<file path="src/rtl/bshift_reg_uni.sv">
// bshift_reg_uni: universal serial shift register for the serial boundary.
// Deserialises MSB-first (left) or LSB-first (right) bit streams into words,
// serialises parallel-loaded words out via o_sbit, and pulses o_word_valid
// once every WIDTH enabled shifts.
//
// Optional feature macro: BSHIFT_REG_UNI_LOAD_EN
//   defined   -> i_load/i_data perform a parallel load (priority sclr > load > en)
//   undefined -> i_load/i_data are ignored and no load path exists (sclr > en)
module bshift_reg_uni #(
  parameter  int WIDTH = 4,
  localparam int CNT_W = $clog2(WIDTH)
) (
  input  logic             clk,
  input  logic             i_sclr,
  input  logic             i_en,
  input  logic             i_dir,
  input  logic             i_bit,
  input  logic             i_load,
  input  logic [WIDTH-1:0] i_data,
  output logic [WIDTH-1:0] o_data,
  output logic             o_sbit,
  output logic [CNT_W-1:0] o_cnt,
  output logic             o_word_valid
);

  // A one-bit register cannot shift a word; reject it at elaboration.
  if (WIDTH < 2) begin : g_width_check
    $error("bshift_reg_uni: WIDTH must be >= 2");
  end

  // Counter wraps explicitly at WIDTH-1, not at 2^CNT_W, so non-power-of-two
  // widths still produce one pulse per WIDTH shifts.
  localparam logic [CNT_W-1:0] CNT_LAST = CNT_W'(WIDTH - 1);
  localparam logic [CNT_W-1:0] CNT_ONE  = CNT_W'(1);

  logic [WIDTH-1:0] data_q;
  logic [WIDTH-1:0] shift_val;
  logic [CNT_W-1:0] cnt_q;
  logic             word_done;
  logic             wv_q;

`ifndef BSHIFT_REG_UNI_LOAD_EN
  // Load ports stay on the boundary for drop-in compatibility but feed nothing.
  logic unused_load;
  assign unused_load = ^{i_load, i_data};
`endif

  // Next shifted word: left brings i_bit in at bit 0, right at bit WIDTH-1.
  always_comb begin
    // NOTE: every always_comb output gets a default first so no path can
    // leave it unassigned and infer a latch.
    shift_val = data_q;
    if (i_dir) shift_val = {i_bit, data_q[WIDTH-1:1]};
    else       shift_val = {data_q[WIDTH-2:0], i_bit};
  end

  assign word_done = (cnt_q == CNT_LAST);

  // State update: priority sclr > (load) > enabled shift > hold.
  always_ff @(posedge clk) begin
    // NOTE: sequential state uses non-blocking assignments so every register
    // samples pre-edge values regardless of statement order.
    if (i_sclr) begin
      data_q <= '0;
      cnt_q  <= '0;
      wv_q   <= 1'b0;
    end
`ifdef BSHIFT_REG_UNI_LOAD_EN
    else if (i_load) begin
      // A load restarts the word; a pulse that would have fired here is dropped.
      data_q <= i_data;
      cnt_q  <= '0;
      wv_q   <= 1'b0;
    end
`endif
    else if (i_en) begin
      data_q <= shift_val;
      if (word_done) begin
        cnt_q <= '0;
        wv_q  <= 1'b1;
      end else begin
        cnt_q <= cnt_q + CNT_ONE;
        wv_q  <= 1'b0;
      end
    end else begin
      wv_q <= 1'b0;
    end
  end

  assign o_data       = data_q;
  assign o_cnt        = cnt_q;
  assign o_word_valid = wv_q;
  // Serial out tracks i_dir within the cycle: the bit that leaves next.
  assign o_sbit       = i_dir ? data_q[0] : data_q[WIDTH-1];

endmodule

</file>
<file path="config.mk">
export PLATFORM = sky130hd
export DESIGN_NAME = bshift_reg_uni
export DESIGN_NICKNAME = d
export VERILOG_FILES = /design/src/rtl/bshift_reg_uni.sv
export SDC_FILE = /design/constraint.sdc
export NUM_CORES = 1
export LEC_CHECK = 0
export BUFFER_PORTS_ARGS = -buffer_cell sky130_fd_sc_hd__buf_4
export CAP_MARGIN = 20
export CORE_AREA = 2 2 39 41
export DETAILED_ROUTE_END_ITERATION = 10
export DIE_AREA = 0 0 41 43
export PLACE_DENSITY = 0.54
export SLEW_MARGIN = 10
export SYNTH_ARGS = -nofsm -noshare
export SYNTH_HDL_FRONTEND = slang
export SYNTH_SLANG_ARGS = --single-unit
export TNS_END_PERCENT = 30
</file>
<file path="constraint.sdc">
create_clock -name clk -period 1.33 [get_ports clk]
set_clock_uncertainty 0.1 [all_clocks]
set_input_delay 0.133 -clock clk [delete_from_list [all_inputs] [get_ports clk]]
set_output_delay 0.133 -clock clk [all_outputs]
set_load 0.01 [all_outputs]
</file>
==> results of run 1 <==
through the flow:
step | util, % | std cells | cell area [um2] | total power, uW
3_3_place_gp | 28.9 | 56 | 400 | 322
3_5_place_dp | 28.9 | 56 | 400 | 323
5_1_grt | 31.6 | 61 | 437 | 548
6_report | 31.6 | 61 | 437 | 510
4_1_cts | 31.6 | 61 | 437 | 525
2_1_floorplan | - | 30 | 307 | 284
power by group through the flow:
stage	Sequential, uW	Combinational [uW]	Clock (uW)
final	235	84.1	191
after global routing	238	93.8	216
after CTS	236	85.5	204
after detailed placement	240	82.5	0
after global placement	240	82.2	0
after floorplan	244	40.2	0
path summary, 6_finish.rpt:
path,endpoint,slack [ns],depth (start not counted)
max reg2reg,o_cnt[0],0.16,3
max,o_sbit,0.11,2
min reg2reg,o_cnt[0],0.41,2
min,o_data[0],0.06,2
worst register-to-register path, delay by kind of cell, from the launching register on:
family,cells,cell delay [ns]
AO/OA/AOI/OAI,1,0.12
adder cells (fa/ha/maj),1,0.21
flip-flops,1,0.33
AND/OR/NAND/NOR,1,0.34
synth_stat cells:
cell type  count
mux2_2         1
ha_1           1
or3b_1         1
nand2b_1       1
buf_6          1
nor2_1         6
a21oi_1        1
dfxtp_1        7
nand2_1        1
mux2i_1        5
buf_2          1
a211oi_1       4
sequential cells by signal (all words and copies together), names as in the netlist:
signal	flops
o_cnt	2
o_word_valid	1
o_data	4
area by class of cell:
type	count	area [um2]	share of cell area, %
Timing Repair Buffer	13	100	22.9
Tap cell	16	20.0	4.58
Sequential cell	7	140	32.1
Multi-Input combinational cell	21	150	34.4
Clock buffer	4	26.3	6.02
per-layer routing:
metal	global-route usage (%)	up-vias	wire length (um)
li1	-	138	-
met1	11.4	104	317
met2	8.75	12	209
met3	3.14	0	72
met4	10.0	0	0
met5	0	-	0
cells by family after synthesis:
family,synth area share (%)
flip-flops,45.7
AO/OA/AOI/OAI,11.4
adder cells (fa/ha/maj),4.08
multiplexers,20.0
buffers and inverters,5.30
AND/OR/NAND/NOR,13.5
repair_timing:
action | CTS | global route
endpoints found under the hold margin | 5 | 0
setup endpoints to repair | 0 | 0
hold buffers | 1 | 0
==> impl_metrics.yaml, run 1 <==
status:
  status: "finished, final reports clean"
clocking:
  insertion_delay_ns: 0.25
  clock_pin_transition_on_the_worst_setup_and_hold_timing_paths_ns: 0.05
  cts.root.buffer_cell: "clkbuf_4"
  htreeDepth: 1
  cts_tree: "built"
  post_cts_resized: 0
  cts_sinks: 7
  tritoncts.num_buffers: 3
  post-cts-setup-buffer-count: 0
  cts_buffer_depth: 2
hold_path:
  min_path_type: "in -> reg"
  timing.hold.worst.start: "i_en"
power_and_ir_drop:
  switching_share_pct: 24.5
  vdd_drop_max_mv: 0.326
  power_frac_clock_pct: 37.4
  p_seq_share_pct: 46.1
  power.leakage_uw: 0.000204
  netSwitchingPower_uw: 125
  cellInternalPower_uw: 385
  comb_power_share_pct: 16.5
  power_density_nw_per_um2: 1170
worst_setup_path:
  critical_path_buf_inv_count: 1
  crit_path_max_fanout: 4
  slowest_stage: "dfxtp_1"
  cpLargestDelayFamily: "flip-flops"
  timing.critical_path.slowest_cell_delay_ns: 0.33
  path_cells: "mux2_2 -> buf_4"
  critPathLaunch: "o_data[0]"
  worst_setup_path_start_kind: "register"
  critical_path_class: "reg -> out"
  critPathRequiredTime_ns: 1.10
  r2r_start: "o_cnt[0]"
  critical_path_arrival_ns: 0.98
  critPathCaptureType: "output port"
synthesis:
  yosys.area.top_type_share_pct: 45.7
  post_synth_instance_area_um2: 307
  synthesis.yosys.warnings: 0
  yosysUniqueCellTypes: 12
  synth-seq-area-share_pct: 45.7
  number_of_synthesized_register_bits: 7
  library_cell_with_the_largest_summed_area_after_synthesis: "dfxtp_1"
  postSynthAreaPerCell_um2: 10.2
  syn_inst: 30
  synthTopCellsByArea: "dfxtp_1 46%, mux2i_1 16%, a211oi_1 9.8%, nor2_1 7.3%, ha_1 4.1%"
  syn_nets: 41
flow_run:
  drv_cap: 0
routing:
  antenna_left: 0
  routed_wirelength_um: 599
  detailroute.via_count: 254
  detailedRoute.firstIterationViolations: 0
  avgViaCountPerCell: 4.16
  drc_errors: 0
  detail_route.wl_per_cell_um: 9.82
  drt_pass1_iterations: 1
floorplan:
  top_level_ports: 18
  core_area_um2: 1380
  start_util_pct: 22.2
  die_width_um: 41
  die_height_um: 43
  die_area_um2: 1760
  core.rowCount: 14
placement:
  io_buffers: 12
  worst_slack_after_detailed_placement_ns: 0.173
  gp_congestion: 0.572
sta:
  fin_ws_ns: 0.114
  relSlewSlack_pct: 87.2
  timing_max_transition_violations_final: 0
  final_period_minus_worst_setup_slack_ns: 1.22
  fin_worst_hold_slack_ns: 0.0615
  fmax_mhz: 822
  number_of_setup_violations_in_the_final_report: 0
  grt_setup_unrepaired: "false"
  tightestPinTransition_ns: 0.191
  period_share_pct: 91.4
  total_count_of_hold_check_failures_in_the_final_report: 0
  sum_of_negative_setup_slack_ns: 0
grt:
  grt_pass1_wl_um: 931
  globalRouteOverflowTotal: 0
  grt.total_usage_pct: 8.46
  number_of_global_route_vias_before_repair: 228
  grt_start_max_net_pins: 13
  antenna_found_initial: 0
final_layout:
  post_route_cells_drive_above_1_share_pct: 35.6
  mostFrequentLayoutCell: "buf_4"
  area_growth_syn_to_layout_pct: 42.4
  design.final.nets: 57
  antenna-diode-count: 0
  mostFrequentLayoutCells: "12 x buf_4, 7 x dfxtp_1, 6 x nor2_1, 5 x mux2i_1, 4 x a211oi_1"
  filler_cell_count: 152
No activity file was read; power rests on OpenSTA's default activity.
==> run 2, diff against run 1 <==
- clock period: 1.33 -> 1.5 ns (I/O delays scaled with it)
==> impl_metrics.yaml, run 2 (synthesis gave the netlist of run 1 again) <==
sta:
  number_of_setup_violations_in_the_final_report: 0
  tightestPinTransition_ns: 0.191
  sum_of_negative_setup_slack_ns: 0
  grt_setup_unrepaired: "false"
  final_period_minus_worst_setup_slack_ns: 1.23
  timing_max_transition_violations_final: 0
  period_share_pct: 82.1
  relSlewSlack_pct: 87.2
  fin_worst_hold_slack_ns: 0.0226
  fmax_mhz: 812
  total_count_of_hold_check_failures_in_the_final_report: 0
routing:
  drt_pass1_iterations: 1
  detailroute.via_count: 252
  detailedRoute.firstIterationViolations: 0
  detail_route.wl_per_cell_um: 9.87
  avgViaCountPerCell: 4.20
  routed_wirelength_um: 592
  antenna_left: 0
  drc_errors: 0
worst_setup_path:
  reg2reg_slack_ns: 0.33
  crit_path_max_fanout: 4
  regToRegEndpoint: "o_cnt[0]"
  critical_path_arrival_ns: 0.98
  r2r_start: "o_cnt[0]"
  critPathCaptureType: "output port"
  critical_path_class: "reg -> out"
  timing.reg2reg.worst_path_depth: 3
  worst_setup_path_endpoint: "o_sbit"
  critPathRequiredTime_ns: 1.25
  worst_setup_path_start_kind: "register"
  critPathLaunch: "o_data[0]"
clocking:
  clock_pin_transition_on_the_worst_setup_and_hold_timing_paths_ns: 0.05
  htreeDepth: 1
  cts.root.buffer_cell: "clkbuf_4"
  post-cts-setup-buffer-count: 0
  cts_buffer_depth: 2
  cts_sinks: 7
  post_cts_resized: 0
  insertion_delay_ns: 0.25
  cts_tree: "built"
  tritoncts.num_buffers: 3
  cts_hold_buffers: 0
grt:
  grt.busiest_layer: "met1"
  use_met2_pct: 8.44
  globalRouteOverflowTotal: 0
  grt_pass1_wl_um: 924
  groute.layer.met3.usage_pct: 3.14
  grt.total_usage_pct: 8.36
  grt_use_met1_pct: 11.4
  antenna_found_initial: 0
  grt_start_max_net_pins: 13
  number_of_global_route_vias_before_repair: 224
final_layout:
  mostFrequentLayoutCells: "12 x buf_4, 7 x dfxtp_1, 6 x nor2_1, 5 x mux2i_1, 4 x a211oi_1"
  mostFrequentLayoutCell: "buf_4"
  antenna-diode-count: 0
  post_route_cells_drive_above_1_share_pct: 36.4
  largest_register_ffs: 4
  design.final.nets: 56
  area_growth_syn_to_layout_pct: 39.2
floorplan:
  core.rowCount: 14
  die_height_um: 43
  die_area_um2: 1760
  die_width_um: 41
  top_level_ports: 18
  start_util_pct: 22.2
  core_area_um2: 1380
power_and_ir_drop:
  vdd_drop_max_mv: 0.292
  power_density_nw_per_um2: 1060
  power.leakage_uw: 0.000200
  power_uw: 450
status:
  status: "finished, final reports clean"
flow_run:
  drv_cap: 0
placement:
  gp_congestion: 0.572
  io_buffers: 12
hold_path:
  min_path_type: "in -> reg"
[run 2: metrics by stage]
stage | setup WS [ns] | std cells | instance area, um2 | utilization, %
finish | 0.268 | 60 | 427 | 30.8
global route | 0.229 | 60 | 427 | 30.8
CTS | 0.251 | 60 | 427 | 30.8
detailed placement | 0.343 | 56 | 400 | 28.9
global placement | 0.340 | 56 | 400 | 28.9
floorplan | 0.344 | 30 | 307 | -
[run 2: worst min path at each step]
stage / slack, ns / endpoint / startpoint / depth (start not counted)
floorplan: 0.12 / o_cnt[0] / i_sclr / 1
finish: 0.02 / o_word_valid / i_sclr / 2
global route: 0.01 / o_data[3] / i_sclr / 2
global placement: 0.28 / o_word_valid / i_sclr / 2
detailed placement: 0.28 / o_cnt[0] / i_sclr / 2
CTS: 0.009 / o_word_valid / i_sclr / 2
[run 2: routing by layer]
metal / part of all wire, % / routed length (um)
met2: 34 / 200
met4: 0 / 0
met5: 0 / 0
met3: 13 / 76
met1: 53 / 315
[run 2: power breakdown]
group / total (uW) / switching (uW) / internal, uW
sequential: 209 / 10.4 / 198
clock: 169 / 67.8 / 101
combinational: 72.6 / 32.2 / 40.4
[run 2: final cells by class]
type	instances	area [um2]
fillers	155	957
well taps	16	20.0
repair buffers	12	90.1
clock buffers	4	26.3
flip-flops and latches	7	140
multi-input cells	21	150
[run 2: worst max-delay path, cell delays in order, from the launching register on]
cell and delay (ns):
dfxtp_1 0.33, mux2_2 0.26, buf_4 0.14
==> run 3, diff against run 2 <==
- ABC_AREA: default -> 1
- PLACE_DENSITY: 0.54 -> 0.56
- clock period: 1.5 -> 1.2 ns (I/O delays scaled with it)
==> impl_metrics.yaml, run 3 <==
status:
  status: "finished, final reports clean"
clocking:
  tritoncts.num_buffers: 3
  cts.root.buffer_cell: "clkbuf_4"
  cts_sinks: 7
  htreeDepth: 1
  clock_pin_transition_on_the_worst_setup_and_hold_timing_paths_ns: 0.05
  cts_buffer_depth: 2
  post_cts_resized: 0
  post-cts-setup-buffer-count: 0
  cts_tree: "built"
  insertion_delay_ns: 0.25
  cts_hold_buffers: 1
worst_setup_path:
  worst-path-stages: 3
  slowest_stage: "dfxtp_1"
  critical_path_buf_inv_count: 1
  critPathRequiredTime_ns: 0.98
  critical_path_class: "reg -> out"
  critical_path_arrival_ns: 0.88
  crit_path_frequent_cell: "nand2_1"
  crit_path_max_fanout: 4
  cpLargestDelayFamily: "flip-flops"
  path_cells: "nand2_1 -> nand2_1 -> buf_4"
  timing.reg2reg.worst_path_depth: 4
  worst_setup_path_start_kind: "register"
  timing.critical_path.slowest_cell_delay_ns: 0.38
  critPathCaptureType: "output port"
sta:
  final_period_minus_worst_setup_slack_ns: 1.10
  tightestPinTransition_ns: 0.152
  timing_max_transition_violations_final: 0
  relSlewSlack_pct: 89.8
  number_of_setup_violations_in_the_final_report: 0
  fmax_mhz: 907
  sum_of_negative_setup_slack_ns: 0
  period_share_pct: 91.9
  total_count_of_hold_check_failures_in_the_final_report: 0
  grt_setup_unrepaired: "false"
power_and_ir_drop:
  power.leakage_uw: 0.000263
  cellInternalPower_uw: 428
  netSwitchingPower_uw: 162
  switching_share_pct: 27.5
  comb_power_share_pct: 18.1
  power_density_nw_per_um2: 1240
  p_seq_share_pct: 44.6
  vdd_drop_max_mv: 0.691
  power_frac_clock_pct: 37.4
synthesis:
  synth-seq-area-share_pct: 41.3
  library_cell_with_the_largest_summed_area_after_synthesis: "dfxtp_1"
  yosys_most_used_dff: "dfxtp_1"
  synth_most_common_cell: "nand2_1"
  yosys.area.top_type_share_pct: 41.3
  ffs_w_async_s_r_synth_pct: 0
  post_synth_instance_area_um2: 339
  synthesis.yosys.warnings: 0
  syn_inst: 52
  synthTopCellsByArea: "dfxtp_1 41%, nand2_1 19%, nor2_1 12%, inv_1 6.6%, nand3_1 5.9%"
  synth.cells.most_frequent: "17 x nand2_1, 11 x nor2_1, 7 x dfxtp_1, 6 x inv_1, 4 x nand3_1"
  postSynthAreaPerCell_um2: 6.52
  yosysUniqueCellTypes: 11
  number_of_synthesized_register_bits: 7
  synth-edff-count: 0
  syn_nets: 63
flow_run:
  drv_cap: 0
routing:
  avgViaCountPerCell: 4.17
  detailedRoute.firstIterationViolations: 10
  antenna_left: 0
  routed_wirelength_um: 786
  drt_pass1_iterations: 4
  drc_errors: 0
  detail_route.wl_per_cell_um: 9.36
  detailroute.via_count: 350
grt:
  globalRouteOverflowTotal: 0
  grt.total_usage_pct: 10.9
  antenna_found_initial: 0
  grt_start_max_net_pins: 13
  grt_pass1_wl_mm: 1.22
  number_of_global_route_vias_before_repair: 314
floorplan:
  die_area_um2: 1760
  die_height_um: 43
  core.rowCount: 14
  core_area_um2: 1380
  die_width_um: 41
  top_level_ports: 18
  start_util_pct: 24.5
final_layout:
  mostFrequentLayoutCells: "17 x nand2_1, 12 x buf_4, 11 x nor2_1, 7 x dfxtp_1, 6 x inv_1"
  layout.cell_area.non_filler_um2: 474
  finalNonFillerCells: 84
  largest_register_ffs: 4
  area_growth_syn_to_layout_pct: 39.9
  post_route_cells_drive_above_1_share_pct: 26.5
  antenna-diode-count: 0
  mostFrequentLayoutCell: "nand2_1"
  design.final.nets: 80
placement:
  io_buffers: 12
  gp_congestion: 0.765
  place_inst: 79
  placement_stage_cell_area_um2: 438
  post-dp-hpwl_um: 550
hold_path:
  min_path_type: "in -> reg"
  worstHoldPathCells: 5
## run 3: changes by cell type after synthesis, sizes merged
cell and delta:
nor3 +1, o21ai +1, mux2 -1, a211oi -4
mux2i -5, nand2 +16, nand2b -1, inv +8
nand3 +4, or3b -1, buf -1, nor2 +5
## run 3: cells by family after synthesis
| family | count (synthesis) | synth area share, % |
|---|---|---|
| flops | 7 | 41.3 |
| compound gates | 2 | 2.95 |
| fa+ha+maj | 1 | 3.69 |
| simple gates | 33 | 39.9 |
| buf+inv | 9 | 12.2 |
## run 3: per-layer routing
layer	global-route usage (%)	wire length (um)	part of all wire [%]	vias to the layer above
met1	12.3	367	47	148
li1	-	-	-	188
met2	14.4	329	42	14
met5	0	0	0	-
met4	4.00	0	0	0
met3	9.42	88	11	0
## run 3: cell type report
cell class,count,area [um2]
repair buffers,13,100
clock buffers,4,26.3
flip-flops and latches,7,140
multi-input cells,36,158
fillers,158,910
well taps,16,20.0
inverters,8,30.0
## run 3: metrics by stage
stage | utilization (%) | hold slack [ns] | total power (uW) | setup WS (ns)
final | 34.3 | 0.0669 | 590 | 0.0977
after global routing | 34.3 | 0.0702 | 644 | 0.0305
after CTS | 34.3 | 0.0593 | 603 | 0.0835
after detailed placement | 31.6 | 0.252 | 372 | 0.231
after global placement | 31.6 | 0.248 | 371 | 0.229
after floorplan | - | 0.0897 | 323 | 0.211
## run 3: final timing paths
| kind | slack [ns] | endpoint | startpoint |
|---|---|---|---|
| setup / recovery | 0.1 | o_sbit | o_data[3] |
| hold / removal | 0.07 | o_data[0] | i_bit |
| setup reg to reg | 0.23 | o_cnt[0] | o_cnt[0] |
| hold reg to reg | 0.44 | o_cnt[0] | o_cnt[0] |
## run 3: power by group through the flow
| stage | sequential [uW] | combinational [uW] | clock [uW] |
|---|---|---|---|
| floorplan | 273 | 50.0 | 0 |
| global placement | 268 | 103 | 0 |
| detailed placement | 268 | 104 | 0 |
| CTS | 263 | 107 | 232 |
| global route | 265 | 123 | 256 |
| finish | 263 | 107 | 220 |
## run 3: worst min-delay path, cell delays in order
cell and delay, ns:
buf_4 0.09, nand2_1 0.05, nand3_1 0.06, nand2_1 0.04, inv_1 0.04
